$ cat src/rtl/drec_sdram_arbiter_if.sv
// Signal bundle between the recorder's record/play requesters, the arbiter and
// the SDRAM controller command port. The slave modport is the arbiter's view.
interface drec_sdram_arbiter_if #(
  parameter int ADDR_W = 24,
  parameter int DATA_W = 16
);
  logic              wr_req;
  logic [ADDR_W-1:0] wr_addr;
  logic [DATA_W-1:0] wr_data;
  logic              wr_ack;
  logic              rd_req;
  logic [ADDR_W-1:0] rd_addr;
  logic              rd_ack;
  logic [DATA_W-1:0] rd_data;
  logic              rd_err;
  logic              mem_valid;
  logic              mem_ready;
  logic              mem_we;
  logic [ADDR_W-1:0] mem_addr;
  logic [DATA_W-1:0] mem_wdata;
  logic              mem_rdata_valid;
  logic [DATA_W-1:0] mem_rdata;
  logic              busy;

  modport slave (
    input  wr_req, wr_addr, wr_data, rd_req, rd_addr,
    input  mem_ready, mem_rdata_valid, mem_rdata,
    output wr_ack, rd_ack, rd_data, rd_err,
    output mem_valid, mem_we, mem_addr, mem_wdata, busy
  );

  modport master (
    output wr_req, wr_addr, wr_data, rd_req, rd_addr,
    output mem_ready, mem_rdata_valid, mem_rdata,
    input  wr_ack, rd_ack, rd_data, rd_err,
    input  mem_valid, mem_we, mem_addr, mem_wdata, busy
  );
endinterface

$ cat src/rtl/drec_sdram_arbiter.sv
// Round-robin arbiter giving the record (write) and play (read) paths turns on
// the single SDRAM command port, one transaction in flight, with read timeout.
module drec_sdram_arbiter #(
  parameter int ADDR_W     = 24,
  parameter int DATA_W     = 16,
  parameter int RD_TIMEOUT = 63
) (
  input  logic                 clk,
  input  logic                 rst,
  drec_sdram_arbiter_if.slave  bus,
  output logic [1:0]           dbg_state
);

  localparam int               TMR_W   = $clog2(RD_TIMEOUT + 1);
  localparam logic [TMR_W-1:0] TMR_MAX = TMR_W'(RD_TIMEOUT);

  typedef enum logic [1:0] {
    IDLE     = 2'd0,
    WR_ISSUE = 2'd1,
    RD_ISSUE = 2'd2,
    RD_WAIT  = 2'd3
  } state_t;

  typedef enum logic {
    GNT_WR = 1'b0,
    GNT_RD = 1'b1
  } grant_t;

  state_t            state_q, state_d;
  grant_t            last_grant_q;
  logic [TMR_W-1:0]  timer_q;
  logic              valid_q;
  logic              we_q;
  logic [ADDR_W-1:0] addr_q;
  logic [DATA_W-1:0] wdata_q;
  logic              grant_wr;
  logic              grant_rd;
  logic              mem_hs;

  // Command handshake: a command transfers in a cycle where mem_valid and
  // mem_ready are both high; mem_valid and the command fields stay stable
  // until then and never drop without a transfer (except on reset).
  always_comb begin
    state_d     = state_q;
    grant_wr    = 1'b0;
    grant_rd    = 1'b0;
    mem_hs      = valid_q & bus.mem_ready;
    bus.wr_ack  = 1'b0;
    bus.rd_ack  = 1'b0;
    bus.rd_err  = 1'b0;
    bus.rd_data = '0;
    // Acks are suppressed during reset so an aborted transaction never completes.
    if (!rst) begin
      case (state_q)
        IDLE: begin
          if (bus.wr_req && (!bus.rd_req || last_grant_q == GNT_RD)) begin
            grant_wr = 1'b1;
            state_d  = WR_ISSUE;
          end else if (bus.rd_req) begin
            grant_rd = 1'b1;
            state_d  = RD_ISSUE;
          end
        end
        WR_ISSUE: begin
          if (mem_hs) begin
            bus.wr_ack = 1'b1;
            state_d    = IDLE;
          end
        end
        RD_ISSUE: begin
          if (mem_hs) state_d = RD_WAIT;
        end
        RD_WAIT: begin
          if (bus.mem_rdata_valid) begin
            bus.rd_ack  = 1'b1;
            bus.rd_data = bus.mem_rdata;
            state_d     = IDLE;
          end else if (timer_q == TMR_MAX) begin
            bus.rd_ack = 1'b1;
            bus.rd_err = 1'b1;
            state_d    = IDLE;
          end
        end
        default: state_d = IDLE;
      endcase
    end
  end

  always_ff @(posedge clk) begin
    if (rst) begin
      state_q      <= IDLE;
      last_grant_q <= GNT_RD;
      timer_q      <= '0;
      valid_q      <= 1'b0;
      we_q         <= 1'b0;
      addr_q       <= '0;
      wdata_q      <= '0;
    end else begin
      state_q <= state_d;
      valid_q <= (state_d == WR_ISSUE) || (state_d == RD_ISSUE);
      if (grant_wr) begin
        we_q         <= 1'b1;
        addr_q       <= bus.wr_addr;
        wdata_q      <= bus.wr_data;
        last_grant_q <= GNT_WR;
      end else if (grant_rd) begin
        we_q         <= 1'b0;
        addr_q       <= bus.rd_addr;
        last_grant_q <= GNT_RD;
      end
      // Timer counts cycles spent in RD_WAIT and saturates at the timeout.
      if (state_q == RD_ISSUE && mem_hs) begin
        timer_q <= '0;
      end else if (state_q == RD_WAIT && timer_q != TMR_MAX) begin
        timer_q <= timer_q + TMR_W'(1);
      end
    end
  end

  assign bus.mem_valid = valid_q;
  assign bus.mem_we    = we_q;
  assign bus.mem_addr  = addr_q;
  assign bus.mem_wdata = wdata_q;
  assign bus.busy      = (state_q != IDLE);
  assign dbg_state     = state_q;

endmodule

$ cat src/flat_wrapper.sv
// flat-port wrapper written by rule: the top's interface ports become plain ports
module drec_sdram_arbiter_flat 
#(
  parameter int ADDR_W     = 24,
  parameter int DATA_W     = 16,
  parameter int RD_TIMEOUT = 63
)
  (clk, rst, dbg_state, bus_wr_req, bus_wr_addr, bus_wr_data, bus_rd_req, bus_rd_addr, bus_mem_ready, bus_mem_rdata_valid, bus_mem_rdata, bus_wr_ack, bus_rd_ack, bus_rd_data, bus_rd_err, bus_mem_valid, bus_mem_we, bus_mem_addr, bus_mem_wdata, bus_busy);
  drec_sdram_arbiter_if #(.ADDR_W(ADDR_W), .DATA_W(DATA_W)) bus_i ();
  input  logic clk;
  input  logic rst;
  output logic [1:0] dbg_state;
  input wire logic [$bits(bus_i.wr_req)-1:0] bus_wr_req;
  input wire logic [$bits(bus_i.wr_addr)-1:0] bus_wr_addr;
  input wire logic [$bits(bus_i.wr_data)-1:0] bus_wr_data;
  input wire logic [$bits(bus_i.rd_req)-1:0] bus_rd_req;
  input wire logic [$bits(bus_i.rd_addr)-1:0] bus_rd_addr;
  input wire logic [$bits(bus_i.mem_ready)-1:0] bus_mem_ready;
  input wire logic [$bits(bus_i.mem_rdata_valid)-1:0] bus_mem_rdata_valid;
  input wire logic [$bits(bus_i.mem_rdata)-1:0] bus_mem_rdata;
  output wire logic [$bits(bus_i.wr_ack)-1:0] bus_wr_ack;
  output wire logic [$bits(bus_i.rd_ack)-1:0] bus_rd_ack;
  output wire logic [$bits(bus_i.rd_data)-1:0] bus_rd_data;
  output wire logic [$bits(bus_i.rd_err)-1:0] bus_rd_err;
  output wire logic [$bits(bus_i.mem_valid)-1:0] bus_mem_valid;
  output wire logic [$bits(bus_i.mem_we)-1:0] bus_mem_we;
  output wire logic [$bits(bus_i.mem_addr)-1:0] bus_mem_addr;
  output wire logic [$bits(bus_i.mem_wdata)-1:0] bus_mem_wdata;
  output wire logic [$bits(bus_i.busy)-1:0] bus_busy;
  assign bus_i.wr_req = bus_wr_req;
  assign bus_i.wr_addr = bus_wr_addr;
  assign bus_i.wr_data = bus_wr_data;
  assign bus_i.rd_req = bus_rd_req;
  assign bus_i.rd_addr = bus_rd_addr;
  assign bus_i.mem_ready = bus_mem_ready;
  assign bus_i.mem_rdata_valid = bus_mem_rdata_valid;
  assign bus_i.mem_rdata = bus_mem_rdata;
  assign bus_wr_ack = bus_i.wr_ack;
  assign bus_rd_ack = bus_i.rd_ack;
  assign bus_rd_data = bus_i.rd_data;
  assign bus_rd_err = bus_i.rd_err;
  assign bus_mem_valid = bus_i.mem_valid;
  assign bus_mem_we = bus_i.mem_we;
  assign bus_mem_addr = bus_i.mem_addr;
  assign bus_mem_wdata = bus_i.mem_wdata;
  assign bus_busy = bus_i.busy;
  drec_sdram_arbiter #(.ADDR_W(ADDR_W), .DATA_W(DATA_W), .RD_TIMEOUT(RD_TIMEOUT)) u_core (.clk(clk), .rst(rst), .bus(bus_i), .dbg_state(dbg_state));
endmodule
$ cat config.mk
export PLATFORM = sky130hd
export DESIGN_NAME = drec_sdram_arbiter_flat
export DESIGN_NICKNAME = d
export VERILOG_FILES = /design/src/rtl/drec_sdram_arbiter_if.sv /design/src/rtl/drec_sdram_arbiter.sv /design/src/flat_wrapper.sv
export SDC_FILE = /design/constraint.sdc
export NUM_CORES = 1
export LEC_CHECK = 0
export BUFFER_PORTS_ARGS = -buffer_cell sky130_fd_sc_hd__buf_2
export CAP_MARGIN = 20
export CORE_MARGIN = 2
export CORE_UTILIZATION = 41
export DETAILED_ROUTE_END_ITERATION = 8
export PLACE_DENSITY = 0.82
export SKIP_LAST_GASP = 1
export SYNTH_ARGS = -nofsm -noshare
export SYNTH_HDL_FRONTEND = slang
export SYNTH_SLANG_ARGS = --single-unit
export TNS_END_PERCENT = 20
$ cat constraint.sdc
create_clock -name clk -period 2.35 [get_ports clk]
set_input_delay 0.235 -clock clk [delete_from_list [all_inputs] [get_ports clk]]
set_output_delay 0.235 -clock clk [all_outputs]
set_load 0.02 [all_outputs]
==> results.sh <==
export IMPL_critPathMaxStageDelay_ns=0.53
export IMPL_fin_nets=473
export IMPL_cp_arrival_ns=1.85
export IMPL_required_ns=2.12
export IMPL_power_leakage_nw=1.507
export IMPL_vias_per_cell=5.072
export IMPL_hold_depth=3
export IMPL_die_h_um=77.00
export IMPL_fin_skew_ns=0.006681
export IMPL_path_max_fanout=16
export IMPL_fin_cells=457
export IMPL_wl_met3_um=514
export IMPL_tightest_slew_ns=0.4958
export IMPL_cts_resized=0
export IMPL_cap_violations=0
export IMPL_internal_power_mw=1.414
export IMPL_initial_core_util_pct=42.50
export IMPL_ys_flop_type="dfxtp_1"
export IMPL_synthTopCellsByCount="51 x dfxtp_1, 38 x nand2_1, 22 x nor2_1"
export IMPL_slew_headroom_pct=66.09
export IMPL_cts_sinks=51
export IMPL_wl_met2_um=3114
export IMPL_switching_power_uw=596.0
export IMPL_core_area_um2=5140
export IMPL_overflow=0
export IMPL_drt_total_wl_um=5962
export IMPL_cts_hold_repair_buffers=0
export IMPL_rr_worst_depth=4
export IMPL_highest_layer="met4"
export IMPL_yosysSeqAreaShare_pct=46.74
export IMPL_cp_top_family="simple AND/OR/NAND/NOR gates"
export IMPL_io_buffers=149
export IMPL_synth_top_cell_by_area="dfxtp_1"
export IMPL_setup_worst_path_end_class="output port"
export IMPL_detail_route_wl_per_cell_um=13.05
export IMPL_outcome="finished clean"
export IMPL_worst_path_stages=5
export IMPL_p_per_area_nw_per_um2=657.0
export IMPL_power_share_switching_pct=29.65
export IMPL_synth_edff_count=0
export IMPL_met1_length_um=2266
export IMPL_synth_top_area_share_pct=46.74
export IMPL_ys_warn_count=0
export IMPL_clock_fmax_ghz=0.4804
export IMPL_cp_num_buf_inv=2
export IMPL_critPathSlowestCell="dfxtp_1"
export IMPL_die_x_um=77.00
export IMPL_grt_pass1_wl_um=9418
export IMPL_pwr_share_comb_pct=23.9
export IMPL_path_cells="nand2_1 > nor3b_1 > buf_4 > and2_1 > buf_2"
export IMPL_ctsRootBufferMaster="clkbuf_8"
export IMPL_finalHoldViolations=0
export IMPL_cp_start_kind="register"
export IMPL_grt_max_degree=51
export IMPL_vias=2318
export IMPL_ctsLongestPathBuffers=2
export IMPL_synthesis_nets=330
export IMPL_synth_cell_area_um2=2185
export IMPL_finalMaxSlewViolations=0
export IMPL_grt_antenna_before_repair=0
export IMPL_dp_cells=449
export IMPL_pwr_share_seq_pct=49.4
export IMPL_synth_most_common_cell="dfxtp_1"
export IMPL_postCtsSetupRepairBufs=0
export IMPL_clkPwrFrac_pct=26.6
export IMPL_clkLatencyLatePin_ns=0.29
export IMPL_numCtsBuffers=5
export IMPL_rows=26
export IMPL_vdd_ir_drop_max_mv=0.2803
export IMPL_area_growth_syn_to_layout_pct=40.03
export IMPL_dr_pass1_iters=6
export IMPL_yosys_top_cells_area="dfxtp_1 47%, a222oi_1 8.2%, nand2_1 6.5%"
export IMPL_drtAntennaViolNets=0
export IMPL_hp_class="input pin to register"
export IMPL_track_usage_pct=19.47
export IMPL_syn_avg_cell_area_um2=8.990
export IMPL_synth_distinct_cells=43
export IMPL_dpl_hpwl_um=4507
export IMPL_synth_async_reset_ratio_pct=0
export IMPL_place_gp_congestion=0.8672
export IMPL_first_iter_violations=118
export IMPL_cts_tree="built"
export IMPL_clk_pin_slew_ns=0.09
export IMPL_diodes=0
export IMPL_drive_above_1_share_pct=43.15
export IMPL_synthCells=243
export IMPL_layout_min_cycle_time_ns=2.082
export IMPL_setup_violations_final=0
export IMPL_fill_cells=484
export IMPL_fin_crit_sh_pct=88.58
export IMPL_grt_pass1_vias=2187
export IMPL_drc_errors=0
export IMPL_ys_seq_elements=51
export IMPL_h_tree_depth=2
export IMPL_dieArea_um2=5928
export IMPL_final_setup_tns_ns=0
export IMPL_ios=150
export IMPL_critical_path_class="register to output port"
export IMPL_rsz0062_at_grt="no"
[metrics by stage]
| stage | instance area, um2 | power (mW) | setup WS (ns) | hold WS, ns | utilization [%] |
|---|---|---|---|---|---|
| 2_1_floorplan | 2185 | 1.316 | 0.5086 | 0.3436 | - |
| 3_3_place_gp | 2959 | 1.486 | 0.5311 | 0.4307 | 57.57 |
| 3_5_place_dp | 2959 | 1.500 | 0.4597 | 0.4385 | 57.57 |
| 4_1_cts | 3059 | 2.035 | 0.2438 | 0.1246 | 59.52 |
| 5_1_grt | 3059 | 2.126 | 0.08019 | 0.1306 | 59.52 |
| 6_report | 3059 | 2.010 | 0.2684 | 0.1306 | 59.52 |
[layer usage]
metal,vias up,GRT usage [%]
met3,5,4.941
met5,-,0
li1,1159,-
met1,1040,20.87
met4,0,5.357
met2,114,37.46
[kinds of logic (layout without fill, tap and decap cells)]
family	count (synthesis)	in the layout	share of synthesized area, %
buffers and inverters	25	169	6.471
AO/OA/AOI/OAI	63	63	21.94
multiplexers	6	6	2.749
adder cells (fa/ha/maj)	1	1	0.5726
XOR/XNOR	3	3	1.203
flip-flops	51	51	46.74
AND/OR/NAND/NOR	94	94	20.33
[final cells by class]
class,count,area (um2),share of cell area [%]
inverters,7,26.28,0.8589
repair buffers,154,795.8,26.01
multi-input cells,167,1028,33.62
well taps,70,87.58,2.863
flip-flops and latches,51,1021,33.37
clock buffers,8,100.1,3.272
[power groups by stage]
| stage | clock network (mW) | logic (mW) | registers [mW] |
|---|---|---|---|
| 6_report | 0.535 | 0.481 | 0.994 |
| 5_1_grt | 0.592 | 0.528 | 1.01 |
| 4_1_cts | 0.555 | 0.486 | 0.994 |
| 3_5_place_dp | 0 | 0.486 | 1.01 |
| 3_3_place_gp | 0 | 0.475 | 1.01 |
| 2_1_floorplan | 0 | 0.214 | 1.10 |
[worst paths after layout]
kind / slack [ns] / to / startpoint
max reg2reg: 0.51 / u_core.bus.mem_addr[21] / u_core.dbg_state[1]
min: 0.13 / u_core.bus.mem_wdata[3] / bus_wr_data[3]
max: 0.27 / bus_rd_data[14] / u_core.dbg_state[1]
min reg2reg: 0.46 / u_core.bus.mem_wdata[15] / u_core.bus.mem_wdata[15]
[layout by cell type (no fill, tap or decap), types with 4 or more instances in the layout]
| cell type | synthesis | routed |
|---|---|---|
| buf_2 | 2 | 149 |
| dfxtp_1 | 51 | 51 |
| nand2_1 | 38 | 38 |
| nor2_1 | 22 | 22 |
| o21ai_0 | 20 | 20 |
| a222oi_1 | 18 | 18 |
| and2_1 | 16 | 16 |
| nand3_1 | 7 | 7 |
| clkbuf_8 | 0 | 7 |
| inv_1 | 6 | 6 |
| mux2i_1 | 6 | 6 |
| o21ai_1 | 4 | 4 |
| buf_4 | 2 | 4 |
[state kept, by name, indices dropped and copies added, names as in the netlist]
register              cells
u_core.bus.mem_addr      24
u_core.bus.mem_valid      1
u_core.bus.mem_wdata     16
u_core.bus.mem_we         1
u_core.dbg_state          2
u_core.last_grant_q       1
u_core.timer_q            6
[worst register-to-register path, delay by kind of cell (launching register included)]
family / cells / cell delay (ns)
and+or+nand+nor: 2 / 0.55
AOI/OAI and AO/OA: 2 / 0.75
DFF: 1 / 0.42
No activity file was read; power rests on OpenSTA's default activity.
